File: src/rtl/fetch_pkg.sv
// Shared fetch-stage constants and the instruction-queue entry layout.
package fetch_pkg;

  localparam logic [31:0] RESET_PC_DEF   = 32'h0000_3000;
  localparam logic [31:0] PC_LO_DEF      = 32'h0000_3000;
  localparam logic [31:0] PC_HI_DEF      = 32'h0000_6FFC;
  localparam logic [31:0] HANDLER_PC_DEF = 32'h0000_4180;

  typedef struct packed {
    logic [31:0] pc;
    logic [31:0] instr;
    logic        adel;
  } fetch_entry_t;

endpackage

File: src/rtl/f_instr_queue.sv
// Small synchronous FIFO of fetched instructions with flush and a combinational head.
module f_instr_queue
  import fetch_pkg::*;
#(
  parameter int DEPTH = 2
) (
  input  logic         clk,
  input  logic         reset,
  input  logic         enq,
  input  logic         deq,
  input  logic         flush,
  input  fetch_entry_t wdata,
  output fetch_entry_t head,
  output logic         full,
  output logic         empty
);

  localparam int PW = $clog2(DEPTH);
  localparam int CW = PW + 1;

  fetch_entry_t   mem [DEPTH];
  logic [PW-1:0]  rd_ptr_reg;
  logic [PW-1:0]  wr_ptr_reg;
  logic [CW-1:0]  count_reg;
  logic           enq_ok;
  logic           deq_ok;

  assign full   = (count_reg == CW'(DEPTH));
  assign empty  = (count_reg == '0);
  assign head   = mem[rd_ptr_reg];
  // When full, a write is only legal because the head leaves on the same edge.
  assign deq_ok = deq && !empty;
  assign enq_ok = enq && (!full || deq_ok);

  always_ff @(posedge clk) begin
    if (enq_ok && !flush) begin
      mem[wr_ptr_reg] <= wdata;
    end
  end

  always_ff @(posedge clk) begin
    if (!reset || flush) begin
      rd_ptr_reg <= '0;
      wr_ptr_reg <= '0;
      count_reg  <= '0;
    end else begin
      if (enq_ok) wr_ptr_reg <= wr_ptr_reg + 1'b1;
      if (deq_ok) rd_ptr_reg <= rd_ptr_reg + 1'b1;
      case ({enq_ok, deq_ok})
        2'b10:   count_reg <= count_reg + 1'b1;
        2'b01:   count_reg <= count_reg - 1'b1;
        default: count_reg <= count_reg;
      endcase
    end
  end

endmodule

File: src/rtl/f_fetchctrl.sv
// Fetch-stage sequencer: PC register, redirect priority, address fault check, instruction queue.
module f_fetchctrl
  import fetch_pkg::*;
#(
  parameter logic [31:0] RESET_PC   = RESET_PC_DEF,
  parameter logic [31:0] PC_LO      = PC_LO_DEF,
  parameter logic [31:0] PC_HI      = PC_HI_DEF,
  parameter logic [31:0] HANDLER_PC = HANDLER_PC_DEF,
  parameter int          QDEPTH     = 2
) (
  input  logic        clk,
  input  logic        reset,
  output logic [31:0] F_PC,
  input  logic [31:0] F_Instr,
  input  logic        D_ready,
  output logic        D_valid,
  output logic [31:0] D_Instr,
  output logic [31:0] D_PC,
  output logic        D_ExcAdEL,
  input  logic        br_valid,
  input  logic [31:0] br_target,
  input  logic        exc_req,
  input  logic        eret_req,
  input  logic [31:0] epc
);

  logic [31:0]  pc_reg;
  logic [31:0]  pc_next;
  logic [31:0]  redir_target;
  logic         redir;
  logic         fault;
  logic         deq;
  logic         enq;
  logic         q_full;
  logic         q_empty;
  fetch_entry_t q_wdata;
  fetch_entry_t q_head;

  assign F_PC  = pc_reg;
  assign fault = (pc_reg[1:0] != 2'b00) || (pc_reg < PC_LO) || (pc_reg > PC_HI);
  assign redir = exc_req || eret_req || br_valid;
  assign deq   = D_valid && D_ready;
  assign enq   = (!q_full || deq) && !redir;

  always_comb begin
    redir_target = br_target;
    if (exc_req)       redir_target = HANDLER_PC;
    else if (eret_req) redir_target = epc;
  end

  always_comb begin
    pc_next = pc_reg;
    if (redir)    pc_next = redir_target;
    else if (enq) pc_next = pc_reg + 32'd4;
  end

  always_ff @(posedge clk) begin
    if (!reset) pc_reg <= RESET_PC;
    else        pc_reg <= pc_next;
  end

  // Faulted fetches are still queued so D sees the AdEL on the offending PC.
  always_comb begin
    q_wdata.pc    = pc_reg;
    q_wdata.instr = fault ? 32'h0 : F_Instr;
    q_wdata.adel  = fault;
  end

  f_instr_queue #(.DEPTH(QDEPTH)) u_queue (
    .clk   (clk),
    .reset (reset),
    .enq   (enq),
    .deq   (deq),
    .flush (redir),
    .wdata (q_wdata),
    .head  (q_head),
    .full  (q_full),
    .empty (q_empty)
  );

  assign D_valid   = !q_empty;
  assign D_Instr   = D_valid ? q_head.instr : 32'h0;
  assign D_PC      = D_valid ? q_head.pc    : 32'h0;
  assign D_ExcAdEL = D_valid && q_head.adel;

endmodule

File: config.mk
export PLATFORM = sky130hd
export DESIGN_NAME = f_fetchctrl
export DESIGN_NICKNAME = d
export VERILOG_FILES = /design/src/rtl/fetch_pkg.sv /design/src/rtl/f_instr_queue.sv /design/src/rtl/f_fetchctrl.sv
export SDC_FILE = /design/constraint.sdc
export NUM_CORES = 1
export LEC_CHECK = 0
export CAP_MARGIN = 10
export CORE_ASPECT_RATIO = 1.5
export CORE_MARGIN = 2
export CORE_UTILIZATION = 39
export CTS_CLUSTER_SIZE = 25
export DETAILED_ROUTE_END_ITERATION = 6
export PLACE_DENSITY = 0.66
export SYNTH_ARGS = -nofsm -noshare
export SYNTH_HDL_FRONTEND = slang
export SYNTH_SLANG_ARGS = --single-unit
File: constraint.sdc
create_clock -name clk -period 11 [get_ports clk]
set_input_delay 2.2 -clock clk [delete_from_list [all_inputs] [get_ports clk]]
set_output_delay 2.2 -clock clk [all_outputs]
set_load 0.03 [all_outputs]
==> metrics.md, run 1 <==
| Metric | Value |
|---|---|
| Vias after detailed routing | 5,791 |
| Number of CTS-inserted buffers | 17 |
| Critical path endpoint category | flop |
| WL final | 19,600 µm |
| Worst-Margin Slew | 1150 ps |
| Congestion Overflow GR | 0 |
| Placed insts | 1,089 |
| Row count | 64 |
| Max reg flops | 130 |
| Sequential area share after synthesis | 0.583 |
| CP max stage delay | 880 ps |
| Slew headroom | 0.234 |
| Top post-synthesis cells by area | edfxtp_1, mux2i_1, dfxtp_1 |
| Chip height | 179 µm |
| CTS Sinks | 167 |
| CTS root buf | clkbuf_16 |
| Startpoint types | primary input |
| Cell Pwr Density | 132 nW/µm² |
| Crit Path Max Fanout | 65 |
| Area growth syn-to-layout | 31.7% |
| Post-CTS Repair Setup Buffers | 0 |
| Data arrival, critical path | 4950 ps |
| First-pass DRT Iterations | 5 |
| Delay-heaviest family, CP | buffers and inverters |
| DRC errors left | 0 |
| CP max-delay cell | nor3_2 |
| Most area-hungry cell type in the Yosys netlist | edfxtp_1 |
| H-tree levels | 4 |
| Slew Limit Fails | 0 |
| Post-synth EDFFs | 130 |
| Reg-to-Reg End | u_queue.mem[0][42]$_DFFE_PP_ |
| Count leader, synth | edfxtp_1 |
| Core area | 20,300 µm² |
| Reg2reg setup slack | 8400 ps |
| Clk_skew | 8.84 ps |
| Power, Total | 1.38 mW |
| CP required | 11,040 ps |
| Hold path depth | 2 |
| Count of input and output buffers | 199 |
| Gate Count Post-Synth | 692 |
| Clock transition at path regs | 60 ps |
| Largest net degree at the start of global routing | 67 |
| Placed inst area | 9950 µm² |
| Post-route cell area | 10,500 µm² |
| Post-place setup slack | 5570 ps |
| Critical path launch point | br_valid |
| IO Count | 200 |
| Initial antenna violation count | 0 |
| Post-Syn Area | 7970 µm² |
| Synth Register Bits | 167 |
| Final hold vios | 0 |
| Worst r2r src | u_queue.count_reg[0]$_SDFFE_PP0P_ |
| RSZ-0062 raised after global routing | no |
| Synth top area share | 0.490 |
| Synth top cells by count | edfxtp_1, nor2_1, mux2i_1 |
| HP Start | u_queue.rd_ptr_reg$_SDFFE_PP0P_ |
| Hold_buf cts | 0 |
| Netlist cell types | 58 |
| Detailed Place HPWL | 13,500 µm |
| # setup viols final | 0 |
| Setup total negative slack | 0 ps |
| Share of cells above drive strength 1 | 0.0712 |
| Period minus WS final | 4910 ps |
| Pleak | 3.53 nW |
| Synthesized net count | 796 |
| Avg WL per Cell | 17.4 µm |
| Synth async-reset ratio | 0 |
| Status | finished clean |
| Fin crit share | 0.446 |
| Tot GR Track Use | 0.178 |
| Synth Warn # | 0 |
| Die ar. | 21,600 µm² |
| Antenna Violating Nets Remaining | 0 |
| Max-cap violations | 0 |
| Setup ws final | 6090 ps |
| Cell Chain, Critical Path | clkdlybuf4s50_1, nor3_2, nand2_1, nor2_4, buf_4 |
| CTS Buffer Depth | 2 |
| Initial Util | 0.393 |
| DR iter-0 viols | 366 |
| First-pass GRT wire length | 29,200 µm |
| Diode count | 0 |
| Post-layout util | 0.518 |
| HP Class | reg -> reg |
| Worst skew pair latency | 420 ps |
| Non-filler cells, final | 1,121 |
| Die X-Extent | 121 µm |
| Main synth FF type | edfxtp_1 |
| Resized cells post-CTS | 0 |
| Worst Path Class, Setup | in -> reg |
| Cell count of the worst reg-to-reg path | 4 |
| Worst hold margin | 523 ps |
| Mapped Avg Cell Area | 11.5 µm² |
| Worst vdd ir | 0.0000944 V |
| Buf/Inv on CP | 2 |
| DR vias/cell | 5.17 |
| CTS tree | yes |
| Vias in the first global route | 5,490 |
| Fin nets | 948 |
| Max Clock Freq | 204 MHz |
| RD Place Congestion | 0.863 |
==> layer usage <==
metal | vias to the layer above | track usage | share of wire
met3 | 26 | 0.0293 | 0.042
met1 | 2766 | 0.204 | 0.39
met4 | 0 | 0.0601 | 0.020
li1 | 2817 | - | -
met2 | 182 | 0.335 | 0.55
met5 | - | 0 | 0
==> worst min-delay path, cell delays in order (launching register included) <==
cell     delay (ps)
dfxtp_1         320
xnor2_1          90
nor2_1           80
==> report_power, final <==
group | internal (mW) | leakage (nW) | total, mW | switching (mW)
sequential | 0.693 | 1.58 | 0.707 | 0.0142
clock | 0.297 | 0.267 | 0.551 | 0.255
combinational | 0.0643 | 1.68 | 0.124 | 0.0598
==> how the worst max path moves through the flow <==
stage,to,depth (start not counted)
after floorplan,u_queue.mem[0][0]$_DFFE_PP_,4
after global placement,u_queue.mem[0][36]$_DFFE_PP_,5
after detailed placement,u_queue.mem[0][36]$_DFFE_PP_,5
after CTS,D_PC[17],4
after global routing,u_queue.mem[0][42]$_DFFE_PP_,5
final,u_queue.mem[0][42]$_DFFE_PP_,5
==> logic make-up after synthesis <==
| family | count (synthesis) | share of synthesized area |
|---|---|---|
| flops | 167 | 0.583 |
| compound gates | 92 | 0.0729 |
| simple gates | 250 | 0.162 |
| fa+ha+maj | 2 | 0.00314 |
| mux | 89 | 0.112 |
| xor+xnor | 11 | 0.0121 |
| buf+inv | 81 | 0.0556 |
==> layout by cell type (no fill, tap or decap), drive strengths merged, types with 3 or more instances in the layout <==
| master | count |
|---|---|
| nand2 | 25 |
| inv | 17 |
| xor2 | 7 |
| dfxtp | 37 |
| a21oi | 35 |
| edfxtp | 130 |
| a31oi | 4 |
| buf | 6 |
| o31ai | 3 |
| a41oi | 3 |
| nor3 | 13 |
| mux2i | 89 |
| nand3 | 12 |
| nand4 | 15 |
| nor4 | 15 |
| clkdlybuf4s50 | 198 |
| and2 | 36 |
| or3 | 5 |
| clkinv | 5 |
| o22ai | 7 |
| o21ai | 18 |
| and3 | 5 |
| nor2 | 113 |
| xnor2 | 4 |
| or2 | 3 |
| a311oi | 4 |
| clkbuf | 19 |
==> cell type report <==
type                    count  area [µm²]
clock buffers              19         433
fillers                  1798        9770
multi-input cells         444        2910
well taps                 264         330
inverters                  10        37.5
repair buffers            204        2020
flip-flops and latches    167        4650
clock inverters            13         114
(Power assumes the default switching activity.)
==> run 2, diff against run 1 <==
==> constraint.sdc (replaced) <==
create_clock -name clk -period 4.9 [get_ports clk]
set_input_delay 0.98 -clock clk [delete_from_list [all_inputs] [get_ports clk]]
set_output_delay 0.98 -clock clk [all_outputs]
set_load 0.03 [all_outputs]
==> metrics.md, run 2 (synthesis gave the netlist of run 1 again) <==
| Metric | Value |
|---|---|
| Status | finished clean |
| Number of CTS-inserted buffers | 17 |
| Most frequent cells in the layout | clkdlybuf4s50_1, edfxtp_1, nor2_1, mux2i_1 |
| Worst skew pair latency | 420 ps |
| IO Count | 200 |
| Post-place setup slack | 1330 ps |
| Cell Pwr Density | 309 nW/µm² |
| RSZ-0062 raised after global routing | no |
| Hold_buf cts | 0 |
| Vias after detailed routing | 5,863 |
| Clk_skew | 8.01 ps |
| Antenna Violating Nets Remaining | 0 |
| Area growth syn-to-layout | 32.6% |
| CTS root buf | clkbuf_16 |
| Resized cells post-CTS | 0 |
| Chip height | 179 µm |
| Share of cells above drive strength 1 | 0.0712 |
| Detailed Place HPWL | 13,700 µm |
| DR vias/cell | 5.23 |
| Max-cap violations | 0 |
| CTS tree | yes |
| Slew headroom | 0.218 |
| Final hold vios | 0 |
| Post-route cell area | 10,600 µm² |
| Cell Chain, Critical Path | mux2i_1, nor2_1, clkdlybuf4s50_1 |
| Commonest non-fill, non-tap cell in the layout | clkdlybuf4s50_1 |
| RD Place Congestion | 0.850 |
| Initial antenna violation count | 0 |
| CP max-delay cell | dfxtp_4 |
| Max reg flops | 130 |
| Power, Total | 3.26 mW |
| Core area | 20,300 µm² |
| Placed inst area | 9950 µm² |
| Post-CTS Repair Setup Buffers | 0 |
| Fin crit share | 0.740 |
| DR iter-0 viols | 357 |
| Diode count | 0 |
| Setup ws final | 1280 ps |
| Row count | 64 |
| Clock transition at path regs | 60 ps |
| Largest net degree at the start of global routing | 66 |
| Max Clock Freq | 276 MHz |
| Setup total negative slack | 0 ps |
| Initial Util | 0.393 |
| H-tree levels | 4 |
| Fin nets | 949 |
| CP required | 3920 ps |
| First-pass DRT Iterations | 5 |
| Die ar. | 21,600 µm² |
| CTS Sinks | 167 |
| Die X-Extent | 121 µm |
| DRC errors left | 0 |
| Critical path endpoint category | primary output |
| Worst vdd ir | 0.000214 V |
| First-pass GRT wire length | 29,500 µm |
| CTS Buffer Depth | 2 |
| Data arrival, critical path | 2640 ps |
| HP Class | reg -> reg |
| Worst-Margin Slew | 1170 ps |
| Crit Path Max Fanout | 65 |
| Slew Limit Fails | 0 |
| Startpoint types | flop |
| Worst Path Class, Setup | reg -> out |
| Pleak | 3.57 nW |
| CP max stage delay | 1080 ps |
| Avg WL per Cell | 17.6 µm |
| Tot GR Track Use | 0.178 |
| # setup viols final | 0 |
| Period minus WS final | 3620 ps |
| WL final | 19,700 µm |
| Congestion Overflow GR | 0 |
| Vias in the first global route | 5,496 |
| Count of input and output buffers | 199 |
[run 2: changes by cell type in the layout (fill, tap and decap cells not counted), sizes merged]
cell    delta
inv        -5
buf        +1
bufinv     +4
[run 2: worst paths after layout]
kind / endpoint / slack [ps] / startpoint / depth (start not counted)
worst max register to register: u_queue.count_reg[1]$_SDFFE_PP0P_ / 2280 / u_queue.count_reg[0]$_SDFFE_PP0P_ / 7
worst max-delay path: D_PC[17] / 1280 / flop / 3
worst min-delay path: u_queue.rd_ptr_reg$_SDFFE_PP0P_ / 510 / u_queue.rd_ptr_reg$_SDFFE_PP0P_ / 2
worst min register to register: u_queue.rd_ptr_reg$_SDFFE_PP0P_ / 510 / u_queue.rd_ptr_reg$_SDFFE_PP0P_ / 2
[run 2: layout make-up]
| type | instances | area [µm²] |
|---|---|---|
| clock buffers | 19 | 433 |
| clock inverters | 12 | 178 |
| fillers | 1797 | 9690 |
| inverters | 10 | 37.5 |
| multi-input cells | 444 | 2910 |
| flip-flops and latches | 167 | 4650 |
| well taps | 264 | 330 |
| repair buffers | 205 | 2030 |
[run 2: where the power goes]
group          leakage [nW]  switching, mW  total (mW)  internal [mW]
registers              1.58         0.0319        1.59           1.55
clock network         0.298          0.544        1.40          0.853
logic                  1.69          0.134       0.279          0.145
total                  3.57          0.710        3.26           2.55
[run 2: metal layers]
layer / up-vias / GRT usage / share of wire
met5: - / 0 / 0
met4: 0 / 0.0572 / 0.018
met3: 35 / 0.0312 / 0.049
met2: 207 / 0.335 / 0.56
met1: 2813 / 0.201 / 0.37
li1: 2808 / - / -
[run 2: per-stage QoR]
stage          hold slack [ps]   util  cells
6_report                   515  0.521   1121
3_3_place_gp               493  0.491   1090
5_1_grt                    550  0.521   1121
2_1_floorplan              443      -    692
4_1_cts                    521  0.521   1121
3_5_place_dp               503  0.491   1090
[run 2: critical path, delay by kind of cell (launching register included)]
kind	cells	cell delay (ps)
AND/OR/NAND/NOR	1	180
multiplexers	1	180
flip-flops	1	1080
buffers and inverters	1	690
